==> config.mk <==
export PLATFORM = sky130hd
export DESIGN_NAME = fpio_ser_tx
export DESIGN_NICKNAME = d
export VERILOG_FILES = /design/src/rtl/fpio_ser_pkg.sv /design/src/rtl/fpio_ser_bitclk.sv /design/src/rtl/fpio_ser_tx.sv
export SDC_FILE = /design/constraint.sdc
export NUM_CORES = 1
export LEC_CHECK = 0
export CAP_MARGIN = 20
export CELL_PAD_IN_SITES_DETAIL_PLACEMENT = 0
export CELL_PAD_IN_SITES_GLOBAL_PLACEMENT = 1
export CORE_UTILIZATION = 37
export DETAILED_ROUTE_END_ITERATION = 6
export PLACE_DENSITY = 0.79
export SYNTH_ARGS = -nofsm -noshare
export SYNTH_HDL_FRONTEND = slang
export SYNTH_HIERARCHICAL = 1
export SYNTH_SLANG_ARGS = --single-unit
==> constraint.sdc <==
create_clock -name clk -period 3.6 [get_ports clk]
set_clock_uncertainty 0.15 [all_clocks]
set_input_delay 0.36 -clock clk [delete_from_list [all_inputs] [get_ports clk]]
set_output_delay 0.36 -clock clk [all_outputs]
set_load 0.01 [all_outputs]
==> src/rtl/fpio_ser_pkg.sv <==
// fpio_ser_pkg
// Shared types and constants for the FPIO serial stages.
//   fetch_state_e : states of the FIFO fetch FSM
//   tx_state_e    : states of the serial transmit FSM
//   LINE_*        : serial line levels for idle, start bit and stop bit
// Optional feature macro: FPIO_SER_TX_PARITY_EN adds the T_PAR state.
package fpio_ser_pkg;

    typedef enum logic [1:0] {
        F_IDLE   = 2'd0,
        F_REQ    = 2'd1,
        F_WAIT   = 2'd2,
        F_SETTLE = 2'd3
    } fetch_state_e;

    typedef enum logic [2:0] {
        T_IDLE  = 3'd0,
        T_START = 3'd1,
        T_DATA  = 3'd2,
`ifdef FPIO_SER_TX_PARITY_EN
        T_PAR   = 3'd3,
`endif
        T_STOP  = 3'd4
    } tx_state_e;

    localparam logic LINE_IDLE  = 1'b1;
    localparam logic LINE_START = 1'b0;
    localparam logic LINE_STOP  = 1'b1;

endpackage

==> src/rtl/fpio_ser_bitclk.sv <==
// fpio_ser_bitclk
// Bit-period down-counter. A bit lasts period+1 cycles; tick marks the last
// cycle of each bit. Shared by transmit and (future) receive stages.
// Ports:
//   clk, rstn : clock, synchronous active-low reset
//   load      : force the counter to period (start of a new bit stream)
//   period    : reload value (bit period minus one)
//   run       : counter active; when low the counter holds and tick is 0
//   tick      : terminal count, high on the last cycle of a bit
module fpio_ser_bitclk #(
    parameter int DIV_WIDTH = 16
) (
    input  logic                 clk,
    input  logic                 rstn,
    input  logic                 load,
    input  logic [DIV_WIDTH-1:0] period,
    input  logic                 run,
    output logic                 tick
);

    logic [DIV_WIDTH-1:0] cnt;

    assign tick = run && (cnt == '0);

    // Load wins over the automatic reload so a new stream restarts cleanly
    // even when it begins on the terminal cycle of the previous bit.
    always_ff @(posedge clk) begin
        if (!rstn) begin
            cnt <= '0;
        end else if (load) begin
            cnt <= period;
        end else if (run) begin
            if (cnt == '0) begin
                cnt <= period;
            end else begin
                cnt <= cnt - DIV_WIDTH'(1);
            end
        end
    end

endmodule

==> src/rtl/fpio_ser_tx.sv <==
// fpio_ser_tx
// Serial transmit stage fed by the FPIO FIFO. A fetch FSM prefetches one word
// into a holding register; a transmit FSM frames it as start bit, DATA_WIDTH
// data bits LSB first, optional parity bit and stop bit, each bit lasting
// bit_div+1 cycles (bit_div latched at frame start).
// Optional feature macro: FPIO_SER_TX_PARITY_EN (adds parity bit and the
// parity_odd input).
// Ports:
//   clk, rstn     : clock, synchronous active-low reset
//   fifo_avail    : words held in the upstream FIFO
//   fifo_data     : word at the FIFO read pointer
//   fifo_data_en  : one-cycle pop request
//   fifo_data_ack : pop acknowledge, the cycle after fifo_data_en
//   enable        : allows new fetches
//   bit_div       : bit period minus one
//   parity_odd    : (parity build only) odd parity select, sampled at frame start
//   ser_out       : registered serial line, idles high
//   busy          : frame in progress, word held or fetch in flight
//   frame_done    : one-cycle pulse after each stop bit
module fpio_ser_tx
    import fpio_ser_pkg::*;
#(
    parameter int FIFO_BITS  = 4,
    parameter int DATA_WIDTH = 8,
    parameter int DIV_WIDTH  = 16
) (
    input  logic                  clk,
    input  logic                  rstn,
    input  logic [FIFO_BITS:0]    fifo_avail,
    input  logic [DATA_WIDTH-1:0] fifo_data,
    output logic                  fifo_data_en,
    input  logic                  fifo_data_ack,
    input  logic                  enable,
    input  logic [DIV_WIDTH-1:0]  bit_div,
`ifdef FPIO_SER_TX_PARITY_EN
    input  logic                  parity_odd,
`endif
    output logic                  ser_out,
    output logic                  busy,
    output logic                  frame_done
);

    localparam int IDX_W = (DATA_WIDTH > 1) ? $clog2(DATA_WIDTH) : 1;
    localparam logic [IDX_W-1:0] LAST_IDX = IDX_W'(DATA_WIDTH - 1);

    fetch_state_e          fstate, fstate_d;
    tx_state_e             tstate, tstate_d;

    logic [DATA_WIDTH-1:0] hold_data;
    logic                  hold_valid;
    logic                  capture;

    logic [DATA_WIDTH-1:0] shreg, shreg_d;
    logic [IDX_W-1:0]      bit_idx, bit_idx_d;
    logic [DIV_WIDTH-1:0]  div_q;
    logic                  start_frame;
    logic                  done_d;
    logic                  line_d;
    logic                  tick;

`ifdef FPIO_SER_TX_PARITY_EN
    logic                  par_q;
`endif

    // ------------------------------------------------------------------
    // Fetch FSM
    // ------------------------------------------------------------------
    always_ff @(posedge clk) begin
        if (!rstn) begin
            fstate <= F_IDLE;
        end else begin
            fstate <= fstate_d;
        end
    end

    // An ack outside F_WAIT is ignored; F_SETTLE gives fifo_avail a cycle to
    // reflect the pop before another request is considered.
    always_comb begin
        fstate_d = fstate;
        capture  = 1'b0;
        case (fstate)
            F_IDLE: begin
                if (!hold_valid && enable && (fifo_avail != '0)) begin
                    fstate_d = F_REQ;
                end
            end
            F_REQ: begin
                fstate_d = F_WAIT;
            end
            F_WAIT: begin
                if (fifo_data_ack) begin
                    capture  = 1'b1;
                    fstate_d = F_SETTLE;
                end
            end
            F_SETTLE: begin
                fstate_d = F_IDLE;
            end
            default: begin
                fstate_d = F_IDLE;
            end
        endcase
    end

    assign fifo_data_en = (fstate == F_REQ);

    // ------------------------------------------------------------------
    // Transmit FSM next-state and datapath
    // ------------------------------------------------------------------
    always_comb begin
        tstate_d    = tstate;
        shreg_d     = shreg;
        bit_idx_d   = bit_idx;
        start_frame = 1'b0;
        done_d      = 1'b0;
        case (tstate)
            T_IDLE: begin
                if (hold_valid) begin
                    start_frame = 1'b1;
                    tstate_d    = T_START;
                end
            end
            T_START: begin
                if (tick) begin
                    tstate_d  = T_DATA;
                    bit_idx_d = '0;
                end
            end
            T_DATA: begin
                if (tick) begin
                    if (bit_idx == LAST_IDX) begin
`ifdef FPIO_SER_TX_PARITY_EN
                        tstate_d = T_PAR;
`else
                        tstate_d = T_STOP;
`endif
                    end else begin
                        bit_idx_d = bit_idx + IDX_W'(1);
                        shreg_d   = shreg >> 1;
                    end
                end
            end
`ifdef FPIO_SER_TX_PARITY_EN
            T_PAR: begin
                if (tick) begin
                    tstate_d = T_STOP;
                end
            end
`endif
            T_STOP: begin
                if (tick) begin
                    done_d = 1'b1;
                    if (hold_valid) begin
                        start_frame = 1'b1;
                        tstate_d    = T_START;
                    end else begin
                        tstate_d = T_IDLE;
                    end
                end
            end
            default: begin
                tstate_d = T_IDLE;
            end
        endcase

        if (start_frame) begin
            shreg_d = hold_data;
        end

        // ser_out is registered, so it is driven from the state being entered.
        case (tstate_d)
            T_START: line_d = LINE_START;
            T_DATA:  line_d = shreg_d[0];
`ifdef FPIO_SER_TX_PARITY_EN
            T_PAR:   line_d = par_q;
`endif
            T_STOP:  line_d = LINE_STOP;
            default: line_d = LINE_IDLE;
        endcase
    end

    // Capture and consume can never coincide: a fetch only starts with the
    // holding register empty, and a frame only starts with it full.
    always_ff @(posedge clk) begin
        if (!rstn) begin
            tstate     <= T_IDLE;
            hold_data  <= '0;
            hold_valid <= 1'b0;
            shreg      <= '0;
            bit_idx    <= '0;
            div_q      <= '0;
            ser_out    <= LINE_IDLE;
            frame_done <= 1'b0;
`ifdef FPIO_SER_TX_PARITY_EN
            par_q      <= 1'b0;
`endif
        end else begin
            tstate     <= tstate_d;
            shreg      <= shreg_d;
            bit_idx    <= bit_idx_d;
            ser_out    <= line_d;
            frame_done <= done_d;
            if (capture) begin
                hold_data  <= fifo_data;
                hold_valid <= 1'b1;
            end else if (start_frame) begin
                hold_valid <= 1'b0;
            end
            if (start_frame) begin
                div_q <= bit_div;
`ifdef FPIO_SER_TX_PARITY_EN
                par_q <= (^hold_data) ^ parity_odd;
`endif
            end
        end
    end

    // A new frame loads the live bit_div; within a frame the latched div_q
    // reloads each bit, so mid-frame bit_div changes are ignored.
    fpio_ser_bitclk #(
        .DIV_WIDTH (DIV_WIDTH)
    ) u_bitclk (
        .clk    (clk),
        .rstn   (rstn),
        .load   (start_frame),
        .period (start_frame ? bit_div : div_q),
        .run    (tstate != T_IDLE),
        .tick   (tick)
    );

    assign busy = (tstate != T_IDLE) || hold_valid || (fstate != F_IDLE);

endmodule

# Yosys cells after proc, flatten, opt, wreduce, memory -nomap -nowiden
# Index checks and enable logic that the tools add are counted.
# classes
addsub	2
eq_ne	15
mux	31
n_reduce_logical	21
# op_table
operator	count
16-bit 2-to-1 mux	4
8-bit 2-to-1 mux	4
3-bit 2-to-1 mux	8
16-bit zero test	1
16-bit by 1-bit subtractor with 16-bit output (second input constant)	1
2-bit != test (second input constant)	6
3-bit case mux with 4 select lines	1
2-bit nonzero test	6
1-bit 2-to-1 mux	8
2-bit case mux with 4 select lines	1
3-bit by 1-bit equality test with 1-bit output (second input constant)	2
3-bit by 2-bit equality test with 1-bit output (second input constant)	2
3-bit equality test (second input constant)	2
3-bit case mux with 2 select lines	1
5-bit nonzero test	1
2-bit equality test (second input constant)	2
2-bit 2-to-1 mux	2
1-bit case mux with 2 select lines	2
2-bit AND reduction	2
4-bit AND reduction	1
3-bit by 1-bit adder with 3-bit output (second input constant)	1
1-bit logical AND	3
3-bit zero test	1
3-bit AND reduction	1
5 further kinds	6
# word_totals
register_bits	59
in_bits	33
out_inout_bits	4
wordCells	80

# Depth between registers and ports, before layout
# logic_depth
depth_word	8
depth_mapped	13
depth_no_buf	12

# By module
# The synthesis kept the hierarchy.
# by_module_without_submodules
module	n_inst	cells_each	area_each_um2	seq_area_each_um2
fpio_ser_tx	1	223	1813.0	860.8
fpio_ser_bitclk	1	149	1124.8	320.3

# Worst setup path before layout
# No wires, ideal clock.
# synth_path
path_type	flip-flop to flip-flop
from	reg tstate[1]
to	reg u_bitclk.cnt[2]
setup_time_ns	0.120
arrival_time_ns	3.060
required_ns	3.330
slack_ns	0.270
stages_incl_launch_ff	13
synth_period_minus_slack_ns	3.330
path_cell_list	dfxtp_1 > or3_2 > or4b_2 > nor4_2 > nand2b_1 > nand3_1 > inv_2 > buf_2 > clkbuf_1 > clkbuf_1 > a211oi_1 > a311oi_1 > nor2_1
# synth_between
elab_chain_cells	8
# synth_rtl
element	line_no	rtl
start, declared	fpio_ser_tx.sv:47	tx_state_e tstate, tstate_d;
start signal, assigned	fpio_ser_tx.sv:198	tstate <= tstate_d;
3-bit nonzero test *	fpio_ser_tx.sv:227	.run (tstate != T_IDLE),
1-bit logical AND *	fpio_ser_bitclk.sv:23	assign tick = run && (cnt == '0);
named net tick	fpio_ser_tx.sv:59	logic tick;
1-bit 2-to-1 mux *	fpio_ser_tx.sv:151	if (tick) begin
1-bit case mux with 2 select lines *	fpio_ser_tx.sv:116	case (tstate)
named net start_frame	fpio_ser_tx.sv:56	logic start_frame;
16-bit 2-to-1 mux	--	
16-bit 2-to-1 mux	fpio_ser_bitclk.sv:33	if (cnt == '0) begin
16-bit 2-to-1 mux	fpio_ser_bitclk.sv:32	end else if (run) begin
16-bit 2-to-1 mux	fpio_ser_bitclk.sv:30	end else if (load) begin
end signal, assigned	fpio_ser_bitclk.sv:31	cnt <= period;
end signal, assigned	fpio_ser_bitclk.sv:34	cnt <= period;
end signal, assigned	fpio_ser_bitclk.sv:36	cnt <= cnt - DIV_WIDTH'(1);
end, declared	fpio_ser_bitclk.sv:21	logic [DIV_WIDTH-1:0] cnt;
# Mark *: on every way through the listed nets, which the timed path passes. The rest lies on a longest branch. The select of a mux whose other input is x is not followed.
# A chain may end at the register's enable or synchronous reset.

# Worst setup path after layout
# layout_path
from	reg u_bitclk.cnt[0]
to	reg ser_out
# layout_between
elab_chain_cells	6
# layout_rtl
element	line_no	rtl
16-bit zero test *	fpio_ser_bitclk.sv:23	
1-bit logical AND *	fpio_ser_bitclk.sv:23	
named net tick	fpio_ser_tx.sv:59	
3-bit 2-to-1 mux, or another cell as far along	fpio_ser_tx.sv:151	
3-bit case mux with 4 select lines, or another cell as far along	fpio_ser_tx.sv:116	
3-bit by 2-bit equality test with 1-bit output, or another cell as far along	fpio_ser_tx.sv:171	case (tstate_d)
1-bit case mux with 2 select lines *	fpio_ser_tx.sv:171	
end signal, assigned	fpio_ser_tx.sv:201	ser_out <= line_d;
end, declared	fpio_ser_tx.sv:38	output logic ser_out,
# Marks and branches as above.

==> results.yml <==
worst_hold_path:
  min_from: "shreg[3]"
  min_path_type: "reg -> reg"
  holdPathEnd: "shreg[3]"
  holdPathStages: 2
grt:
  antenna_found_initial: 0
  grt_max_degree: 33
  grt_pass1_wl_um: 12900
  grt_use_total: 0.198
  grt_pass1_vias: 2616
  grt_overflow: 0
logic_synthesis:
  synth_top_area_share: 0.402
  syn_avg_cell_area_um2: 7.90
  synth.largest_area_cell: "dfxtp_1"
  ys_types: 58
  ys_seq_area_frac: 0.402
  synth_most_common_cell: "nand2_1"
  synthFlopType: "dfxtp_1"
  synth_area_leaders: "dfxtp_1 (40%), nand2_1 (9.8%), a21oi_1 (8.2%)"
  syn_nets: 413
  synth_edf_count: 0
  async_reset_ff_frac: 0
  synth_cells: 372
  syn_area_mm2: 0.00294
  synth_commonest_cells: "nand2_1 (77), dfxtp_1 (59), a21oi_1 (48)"
  synth_seq_cells: 59
  synth_warnings: 6
sta:
  slew_headroom: 0.508
  finalSetupViolCount: 0
  hold_viol: 0
  final_max_slew_viol_count: 0
  layout_setup_ws_ns: 0.513
  holdWs_ns: 0.310
  finalSetupTns_ns: 0
  fmax_mhz: 324
  fin_crit_sh: 0.858
  tightest_slew_ns: 0.735
  grt_setup_unrepaired: "no"
  final.min_clock_period_ns: 3.09
critical_path:
  crit_family: "simple AND/OR/NAND/NOR gates"
  endpoint_kind: "flop"
  cp_max_fo: 9
  r2r_cells: 10
  crit_slowest_cell: "or4b_1"
  worstPathRequired_ns: 3.66
  crit_type: "reg -> reg"
  crit_chain: "inv_1, ha_1, or4b_1, nor4_2, buf_4, and2b_2, nor3b_4, nor2_4, a211oi_2, o221ai_1"
  cp.arrival_ns: 3.14
  worst_setup_path_start_kind: "flop"
  reg2reg_slack_ns: 0.51
  cp.buffers_inverters: 2
  max_stage_delay_ns: 0.54
  reg2reg_from: "u_bitclk/cnt[0]"
  r2r_end: "ser_out"
placement:
  pre_cts_ws_ns: 0.549
  dpl.cell_count: 500
  gp_congestion: 0.867
  dp_hpwl_um: 5270
  io_buffers: 36
detailed_routing:
  ant_nets: 0
  wire_per_inst_um: 14.2
  drt_iter0_markers: 157
  wirelength_um: 7320
  via_per_inst: 5.25
  drc_errors: 0
  num_vias: 2711
  first_pass_iters: 4
floorplan:
  die_w_um: 91.1
  core_mm2: 0.00769
  rows: 32
  io_pins: 37
  die_area_mm2: 0.00830
  initial_core_util: 0.382
  fp.dieH_um: 91.1
cells_and_area:
  num_antenna_cells: 0
  fin_nets: 450
  final.fill_count: 763
  seqCellArea_mm2: 0.00118
  drive_gt1_frac: 0.101
  multi_input_area_mm2: 0.00164
  area_growth_pct: 23.2
  fin_cells: 516
cts:
  cts_tree: "built"
  clock-sinks: 59
  clkTransAtPathRegs_ns: 0.07
  postCtsSetupBuffers: 0
  cts_max_path_buffers: 2
  clock_latency_ns: 0.34
  cts_htree_levels: 3
  root_buffer: "clkbuf_8"
  cts_inserted_buffers: 9
  cts_resized: 0
  ctsHoldBuffers: 0
power:
  leakage_nw: 1.41
  ir_drop_mv: 0.289
  p_per_area_mw_per_mm2: 770
run_status:
  status: "finished clean"
job:
  maxCapViolCount: 0
-- worst max path at each step --
stage               startpoint               to  slack, ns  cells past startpoint
3_5_place_dp   u_bitclk/cnt[0]          ser_out       0.55                     10
3_3_place_gp   u_bitclk/cnt[0]          ser_out       0.65                     10
4_1_cts        u_bitclk/cnt[0]          ser_out       0.52                     10
2_1_floorplan        tstate[1]  u_bitclk/cnt[2]       0.27                     12
6_report       u_bitclk/cnt[0]          ser_out       0.51                     10
5_1_grt        u_bitclk/cnt[0]          ser_out       0.31                     10
-- cell families (layout without fill, tap and decap cells) --
kind of cell / Yosys count / after routing / share of synthesized area
AO/OA/AOI/OAI: 96 / 96 / 0.203
AND/OR/NAND/NOR: 177 / 177 / 0.305
flip-flops: 59 / 59 / 0.402
XOR/XNOR: 2 / 2 / 0.00596
multiplexers: 3 / 3 / 0.0102
buffers and inverters: 27 / 69 / 0.0400
adder cells (fa/ha/maj): 8 / 8 / 0.0341
-- worst reg2reg max path, cell delays in order (launching register included) --
cell	delay, ns
dfxtp_1	0.34
inv_1	0.09
ha_1	0.18
or4b_1	0.54
nor4_2	0.32
buf_4	0.19
and2b_2	0.19
nor3b_4	0.47
nor2_4	0.12
a211oi_2	0.24
o221ai_1	0.14
-- routing by layer --
metal	wire length, um	up-vias	track usage
met4	114	0	0.0833
met2	3320	59	0.310
met1	3520	1247	0.260
met5	0	-	0
met3	365	8	0.0494
li1	-	1397	-
-- cell usage in the layout (no fill, tap or decap), drive strengths merged, types with 2 or more instances in the layout --
cell	Yosys	layout
a211oi	4	4
a21oi	48	48
a22oi	7	7
a311oi	3	3
a31oi	7	7
and2	2	2
and2b	2	2
and3	2	2
buf	7	7
bufinv	0	2
clkbuf	10	11
clkdlybuf4s50	0	36
clkinv	0	2
dfxtp	59	59
ha	8	8
inv	10	10
mux2i	3	3
nand2	77	77
nand2b	4	4
nand3	13	13
nand4	2	2
nor2	29	29
nor2b	3	3
nor3	14	14
nor3b	2	2
nor4	6	6
o2111ai	3	3
o211ai	2	2
o21ai	10	10
o221a	2	2
or2	4	4
or3	6	6
or4	5	5
or4b	3	3
-- area by class of cell --
cell class	count	area share
inverters	10	0.0104
repair buffers	43	0.118
clock buffers	11	0.0363
flip-flops and latches	59	0.326
multi-input cells	286	0.453
clock inverters	5	0.0214
well taps	102	0.0353
-- sequential cells by signal, indices dropped and copies added (netlist names), 2 cells and up --
signal,flops
tstate,3
hold_data,8
shreg,8
div_q,16
bit_idx,3
fstate,2
u_bitclk/cnt,16
-- stage by stage --
| step | cell area, um^2 | total power (W) | util |
|---|---|---|---|
| final | 3620 | 0.00279 | 0.471 |
| after global routing | 3620 | 0.00303 | 0.471 |
| after CTS | 3620 | 0.00281 | 0.471 |
| after detailed placement | 3410 | 0.00215 | 0.444 |
| after global placement | 3410 | 0.00215 | 0.444 |
| after floorplan | 2940 | 0.00186 | - |
-- report_power, final --
part / internal [W] / switching, W
Combinational: 0.000507 / 0.000788
Clock: 0.000388 / 0.000257
Sequential: 0.000748 / 0.000101
Note: power is estimated with default switching activity, not from simulation.
